==> src/rtl/fir_pkg.sv <==
// Types and default sizing shared by the FIR datapath and its coefficient loader.
package fir_pkg;

    localparam int DEFAULT_TAP_COUNT  = 8;
    localparam int DEFAULT_DATA_WIDTH = 32;

    typedef enum logic [1:0] {
        IDLE,
        LOAD,
        PENDING
    } loader_state_t;

endpackage

==> src/rtl/coeff_shadow_bank.sv <==
// Shadow coefficient register file: sequential writes through an internal pointer,
// full-bank parallel read for an atomic commit into the active bank.
module coeff_shadow_bank #(
    parameter int TAP_COUNT  = 8,
    parameter int DATA_WIDTH = 32
) (
    input  logic                                 clock,
    input  logic                                 reset_n,
    input  logic                                 ptr_clr,
    input  logic                                 wr_en,
    input  logic [DATA_WIDTH-1:0]                wr_data,
    output logic                                 last_wr,
    output logic [TAP_COUNT-1:0][DATA_WIDTH-1:0] bank
);

    localparam int PTR_W = $clog2(TAP_COUNT);
    localparam logic [PTR_W-1:0] LAST_IDX = PTR_W'(TAP_COUNT - 1);

    logic [PTR_W-1:0] ptr;
    logic [PTR_W-1:0] wr_addr;

    // A clear in the same cycle as a write makes that word coefficient 0.
    assign wr_addr = ptr_clr ? '0 : ptr;
    assign last_wr = wr_en && (wr_addr == LAST_IDX);

    // NOTE: this register file is reset on purpose so a reset mid-load leaves no stale words;
    // large RAM-style arrays normally stay unreset.
    always_ff @(posedge clock or negedge reset_n) begin
        if (!reset_n) begin
            ptr  <= '0;
            bank <= '0;
        end else if (wr_en) begin
            bank[wr_addr] <= wr_data;
            ptr           <= last_wr ? '0 : wr_addr + 1'b1;
        end else if (ptr_clr) begin
            ptr <= '0;
        end
    end

endmodule

==> src/rtl/fir_coeff_loader.sv <==
// Coefficient loader: streams taps into a shadow bank and commits the whole bank
// to the FIR only while the FIR is idle, so no dot product mixes old and new taps.
module fir_coeff_loader
    import fir_pkg::*;
#(
    parameter int TAP_COUNT  = DEFAULT_TAP_COUNT,
    parameter int DATA_WIDTH = DEFAULT_DATA_WIDTH
) (
    input  logic                                 clock,
    input  logic                                 reset_n,
    input  logic                                 cfg_start,
    input  logic                                 cfg_wr_en,
    input  logic [DATA_WIDTH-1:0]                cfg_data,
    output logic                                 cfg_ready,
    input  logic                                 fir_idle,
    output logic [TAP_COUNT-1:0][DATA_WIDTH-1:0] taps,
    output logic                                 taps_valid,
    output logic                                 swap_pulse,
    output logic                                 load_error
);

    loader_state_t                        state;
    logic                                 accept;
    logic                                 bank_wr_en;
    logic                                 bank_clr;
    logic                                 last_wr;
    logic [TAP_COUNT-1:0][DATA_WIDTH-1:0] shadow;

    // Words are taken in LOAD, or in IDLE when they arrive together with a start.
    assign accept     = (state == LOAD) || ((state == IDLE) && cfg_start);
    assign bank_wr_en = accept && cfg_wr_en;
    assign bank_clr   = cfg_start && (state != PENDING);
    assign cfg_ready  = (state != PENDING);

    coeff_shadow_bank #(
        .TAP_COUNT (TAP_COUNT),
        .DATA_WIDTH(DATA_WIDTH)
    ) u_shadow (
        .clock  (clock),
        .reset_n(reset_n),
        .ptr_clr(bank_clr),
        .wr_en  (bank_wr_en),
        .wr_data(cfg_data),
        .last_wr(last_wr),
        .bank   (shadow)
    );

    // NOTE: sequential state uses non-blocking assignments so every register samples
    // pre-edge values regardless of statement order.
    always_ff @(posedge clock or negedge reset_n) begin
        if (!reset_n) begin
            state      <= IDLE;
            taps       <= '0;
            taps_valid <= 1'b0;
            swap_pulse <= 1'b0;
            load_error <= 1'b0;
        end else begin
            swap_pulse <= 1'b0;
            case (state)
                IDLE: begin
                    if (cfg_start) begin
                        state      <= LOAD;
                        load_error <= 1'b0;
                    end else if (cfg_wr_en) begin
                        load_error <= 1'b1;
                    end
                end
                LOAD: begin
                    if (last_wr) begin
                        state <= PENDING;
                    end
                end
                PENDING: begin
                    if (cfg_wr_en || cfg_start) begin
                        load_error <= 1'b1;
                    end
                    if (fir_idle) begin
                        taps       <= shadow;
                        taps_valid <= 1'b1;
                        swap_pulse <= 1'b1;
                        state      <= IDLE;
                    end
                end
                default: state <= IDLE;
            endcase
        end
    end

endmodule

==> config.mk <==
export PLATFORM = sky130hd
export DESIGN_NAME = fir_coeff_loader
export DESIGN_NICKNAME = d
export VERILOG_FILES = /design/src/rtl/fir_pkg.sv /design/src/rtl/coeff_shadow_bank.sv /design/src/rtl/fir_coeff_loader.sv
export SDC_FILE = /design/constraint.sdc
export NUM_CORES = 1
export LEC_CHECK = 0
export CAP_MARGIN = 20
export CELL_PAD_IN_SITES_DETAIL_PLACEMENT = 1
export CELL_PAD_IN_SITES_GLOBAL_PLACEMENT = 1
export CORE_UTILIZATION = 45
export DETAILED_ROUTE_END_ITERATION = 12
export GPL_ROUTABILITY_DRIVEN = 0
export PLACE_DENSITY_LB_ADDON = 0.1
export SYNTH_ARGS = -nofsm -noshare
export SYNTH_HDL_FRONTEND = slang
export SYNTH_SLANG_ARGS = --single-unit
==> constraint.sdc <==
create_clock -name clock -period 5.4 [get_ports clock]
set_input_delay 1.08 -clock clock [delete_from_list [all_inputs] [get_ports clock]]
set_output_delay 1.08 -clock clock [all_outputs]
set_load 0.005 [all_outputs]
==> results of run 1 <==
[cells by family (layout without fill, tap and decap cells)]
family	count (synthesis)	after routing	synth area share, %
AO/OA/AOI/OAI	10	10	0.332
XOR/XNOR	1	1	0.0447
adder cells (fa/ha/maj)	2	2	0.128
buffers and inverters	92	414	2.53
flip-flops	520	520	66.4
multiplexers	256	256	15.3
AND/OR/NAND/NOR	790	790	15.3
[report_power, final]
part / total [uW] / internal (uW) / switching [uW]
clock network: 3730 / 2200 / 1530
registers: 4520 / 4300 / 219
logic: 678 / 412 / 266
[routing by layer]
layer	part of all wire (%)	vias up	track usage (%)	wire, um
met1	43	6851	32.1	22500
met3	5.1	74	4.95	2640
met2	49	273	39.9	25600
li1	-	5884	-	-
met4	2.2	0	7.40	1140
met5	0	-	0	0
[placed cells by master, fill, tap and decap left out, types with 6 or more instances in the layout]
cell and count:
mux2_2 202, nand2_1 768, clkbuf_1 10, mux2_1 24, clkinv_2 11, clkbuf_8 17, or3_2 6, clkdlybuf4s50_1 295
clkbuf_16 55, dfrtp_1 520, buf_12 9, mux2_4 30
[worst paths after layout]
| path | start | endpoint | slack [ns] | cells past startpoint |
|---|---|---|---|---|
| max | state[0] | cfg_ready | 2.28 | 3 |
| max reg2reg | state[0] | taps[186] | 2.57 | 6 |
| min in group clock | u_shadow.bank[164] | taps[164] | 0.45 | 2 |
| min | reset_n | taps[15] | 0.44 | 1 |
| min reg2reg | u_shadow.bank[164] | taps[164] | 0.44 | 2 |
| max in group asynchronous | reset_n | taps[124] | 3.78 | 2 |
[per-stage QoR]
stage | instances | hold slack (ns)
global route | 2578 | 0.474
global placement | 2476 | 0.440
detailed placement | 2477 | 0.449
CTS | 2576 | 0.453
floorplan | 1671 | 0.433
finish | 2578 | 0.445
[state kept, by name, summed over array words and instances (netlist names)]
signal / flops
state: 2
taps: 256
u_shadow.ptr: 3
swap_pulse: 1
u_shadow.bank: 256
load_error: 1
taps_valid: 1
[worst register-to-register path, cell delays in order (launching register included)]
cell and delay [ns]:
dfrtp_1 0.47, nor2b_2 0.33, nand2_4 0.41, inv_8 0.83, buf_4 0.55, nand2_1 0.13, nand2_1 0.07
[area by class of cell]
class                           count  area, um^2  area share (%)
Sequential cell                   520       13000            52.3
Multi-Input combinational cell   1059        6130            24.6
Timing Repair Buffer              309        3180            12.8
Clock buffer                       82        1650            6.62
Tap cell                          585         732            2.94
Clock inverter                     17         150           0.603
Inverter                            6        30.0           0.121
==> impl_metrics.ini, run 1 <==
[detailed_routing]
vias_per_cell = 5.07
drc_errors = 0
via_count = 13100
wire_per_inst_um = 20.1
drt_iter0_markers = 735
detail-route-antenna-nets = 0
drt_first_pass_iters = 5
totalWireLength_mm = 51.9

[job]
max_cap_violations = 0

[power_and_ir_drop]
total_leakage_power_uw = 0.0128
ir_drop_uv = 221
power_density_nw_per_um2 = 359
totalPowerFinal_uw = 8920

[timing]
relSlewSlack_pct = 21.4
fmax_mhz = 320
skew_ns = 0.0167
finalHoldViolations = 0
drv_slew = 0
period_needed_ns = 3.12
fin_tns_setup_ns = 0
final.period_utilization_pct = 57.8
rsz0062_at_grt = no
tightestPinTransition_ns = 1.18
finalWorstSetupSlack_ns = 2.28
setup_viol = 0

[critical_path]
worstSetupStartpointType = flop
cp_num_buf_inv = 2
end_kind = primary output
crit_chain = nor2b_2, inv_1, clkdlybuf4s50_1
arrival_ns = 2.04
crit_type = reg -> out
critPathRequiredTime_ns = 4.32
critPathMaxStageDelay_ns = 0.48
cp_max_fo = 8
crit_slowest_cell = clkdlybuf4s50_1
crit_family = buffers and inverters

[logic_synthesis]
synth.most_common_cell = nand2_1
syn-num-nets = 1710
yosys-top-cells-area = dfrtp_1 (66%), nand2_1 (15%), mux2_2 (12%)
synth-seq-cells = 520
synth_top_area_share_pct = 66.4
synthArstFlopShare_pct = 100
ys.flop_type = dfrtp_1
yosys.area.top_type = dfrtp_1
synthCells = 1671
netlist_area_um2 = 19600
yosys_warnings = 0
ys_seq_area_share_pct = 66.4
synth-edff-count = 0
ys_top_cells_by_count = nand2_1 (769), dfrtp_1 (520), mux2_2 (202)
synth_cell_types = 30
syn_avg_cell_area_um2 = 11.7

[cts]
clock-root-buffer = clkbuf_16
cts_resized = 0
cts.clk_slew.worst_paths_ns = 0.06
cts_setup_buffers = 0
cts_tree = yes
ctsHoldBuffers = 0
cts_buffer_depth = 3
worstSkewPairLatency_ns = 0.60
cts_max_level = 2
cts.sinks = 520
cts_made_buffers = 55

[floorplan]
die_w_um = 211
start_util_pct = 45.5
die_h_um = 211
dieArea_um2 = 44400
rows = 76
ios = 297
coreArea_um2 = 43100

[placed_design]
hpwl_mm = 31.5
dp_slack_ns = 1.79
portBuffers = 296
placed_area_um2 = 23000

[layout]
final_core_util_pct = 57.8
nets = 1990
area_growth_pct = 26.9
antennaDiodeCount = 0
final_area_um2 = 24900
drive_above_1_share_pct = 17.5
fillers = 4469

[worst_hold_path]
hold_class = in -> async

[grt]
grt_max_degree = 214
grt-ovfl-total = 0
grt_antenna_before_repair = 0
grt_pass1_wl_mm = 82.8
grt_pass1_vias = 14500
grtUsageTotal_pct = 24.1

[run_status]
status = finished, final reports clean
Note: power is estimated with default switching activity, not from simulation.
==> run 2, diff against run 1 <==
- CORE_UTILIZATION: 45 -> 43
- clock period: 5.4 -> 2.93 ns (I/O delays scaled with it)
==> run 2 against run 1 <==
  * Total power up 87%
  * Clock skew is 0.0062 ns lower
  * Non-clock buffer count rose by 31
  * Global-route usage shrank 0.72 points
  * Critical path depth did not move
  * Core utilization down 1.1 points
  * Register-to-register slack worse by 1.8 ns
  * Hold slack improved by 0.015 ns
  * Flip-flop and latch count stayed put
  * Design area is 1.6% higher
  * Setup slack got worse by 1.9 ns
  * Highest routed layer unchanged
==> impl_metrics.ini, run 2 (synthesized netlist as in run 1, its figures left out) <==
[floorplan]
dieArea_um2 = 46500
rows = 77
coreArea_um2 = 44600
start_util_pct = 44.0
die_h_um = 216
ios = 297
die_w_um = 216

[cts]
cts_resized = 0
worstSkewPairLatency_ns = 0.59
cts_buffer_depth = 3
cts.clk_slew.worst_paths_ns = 0.06
cts_max_level = 2
cts_made_buffers = 54
cts_tree = yes
cts.sinks = 520
clock-root-buffer = clkbuf_16

[power_and_ir_drop]
total_leakage_power_uw = 0.0130
p_sw_uw = 3740
clock_power_share_pct = 42.4
netSwitchingFraction_pct = 22.4
pwr-share-seq_pct = 49.9
p_int_uw = 13000
totalPowerFinal_uw = 16700
ir_drop_uv = 458
power_frac_comb_pct = 7.7
power_density_nw_per_um2 = 662

[critical_path]
worstSetupStartpointType = flop
crit_type = reg -> out
crit_chain = nor2b_2, inv_1, clkdlybuf4s50_1
arrival_ns = 1.95
cp_max_fo = 8
crit_slowest_cell = clkdlybuf4s50_1
crit_family = buffers and inverters
critPathRequiredTime_ns = 2.34
end_kind = primary output
cp_num_buf_inv = 2
critPathMaxStageDelay_ns = 0.48

[timing]
drv_slew = 0
relSlewSlack_pct = 61.5
fin_tns_setup_ns = 0
skew_ns = 0.0105
finalHoldViolations = 0
period_needed_ns = 2.53
rsz0062_at_grt = no
fmax_mhz = 395
setup_viol = 0
final.period_utilization_pct = 86.5
tightestPinTransition_ns = 0.576

[grt]
grt_pass1_wl_mm = 84.4
grt-ovfl-total = 0
grt_pass1_vias = 14500
grtUsageTotal_pct = 23.4
grt_max_degree = 107
grt_antenna_before_repair = 0

[layout]
nets = 2020
drive_above_1_share_pct = 18.5
reg_top3 = taps x256, u_shadow.bank x256, u_shadow.ptr x3
antennaDiodeCount = 0
final_area_um2 = 25300
layout_commonest_cell = nand2_1
area_growth_pct = 29.0
final_cell_mix = nand2_1 (768), dfrtp_1 (520), clkdlybuf4s50_1 (295)
fillers = 4572

[detailed_routing]
wire_per_inst_um = 20.1
via_count = 13100
drt_first_pass_iters = 4
vias_per_cell = 5.01
totalWireLength_mm = 52.7
drt_iter0_markers = 706
drc_errors = 0
detail-route-antenna-nets = 0

[worst_hold_path]
hold_class = reg -> reg

[placed_design]
portBuffers = 296
placed_area_um2 = 23400
hpwl_mm = 33.5

[job]
max_cap_violations = 0

[run_status]
status = finished, final reports clean
## run 2: changes by cell type in the layout (fill, tap and decap cells not counted), sizes merged
cell and delta:
clkbuf +6, dlygate4sd3 +1, inv -4, clkinv -1, bufinv +2, buf +30
## run 2: power by group through the flow
stage,clock (uW),combinational [uW],sequential [uW]
global route,7550,1420,8430
global placement,0,1230,8410
floorplan,0,854,8310
finish,7100,1280,8350
CTS,7260,1320,8340
detailed placement,0,1300,8450
## run 2: layout make-up
class / count / area (um^2) / share of cell area, %
flip-flops and latches: 520 / 13000 / 51.4
repair buffers: 340 / 3510 / 13.9
clock inverters: 14 / 170 / 0.673
inverters: 6 / 30.0 / 0.119
clock buffers: 88 / 1690 / 6.69
multi-input cells: 1059 / 6130 / 24.2
well taps: 592 / 741 / 2.93
## run 2: repair_timing
action	4_1_cts	5_1_grt
hold buffers	1	0
endpoints found under the hold margin	34	0
buffers inserted	0	0
## run 2: routing by layer
metal / GRT usage (%) / vias to the layer above / routed length, um
met5: 0 / - / 0
met4: 5.77 / 0 / 920
met3: 3.26 / 67 / 2060
met2: 38.4 / 248 / 25700
met1: 32.9 / 6853 / 23900
li1: - / 5951 / -
## run 2: final timing paths
path,from,to,slack (ns),depth (start not counted)
hold / removal,u_shadow.bank[45],taps[45],0.46,2
hold reg to reg,u_shadow.bank[45],taps[45],0.46,2
setup reg to reg,state[1],u_shadow.bank[228],0.82,5
max in group asynchronous,reset_n,taps[4],1.55,4
min in group asynchronous,reset_n,u_shadow.bank[242],0.54,2
setup / recovery,state[0],cfg_ready,0.40,3
## run 2: worst min-delay path, cell delays in order (launching register included)
cell and delay [ns]:
dfrtp_1 0.34, nand2_1 0.05, nand2_1 0.05
## run 2: metrics by stage
| stage | util [%] | hold WS, ns | std cells | setup slack, ns |
|---|---|---|---|---|
| after floorplan | - | 0.290 | 1671 | 1.05 |
| after global placement | 52.5 | 0.439 | 2516 | 0.255 |
| after detailed placement | 52.5 | 0.452 | 2516 | 0.211 |
| after CTS | 56.7 | 0.466 | 2619 | 0.353 |
| after global routing | 56.7 | 0.482 | 2619 | 0.289 |
| final | 56.7 | 0.460 | 2619 | 0.395 |
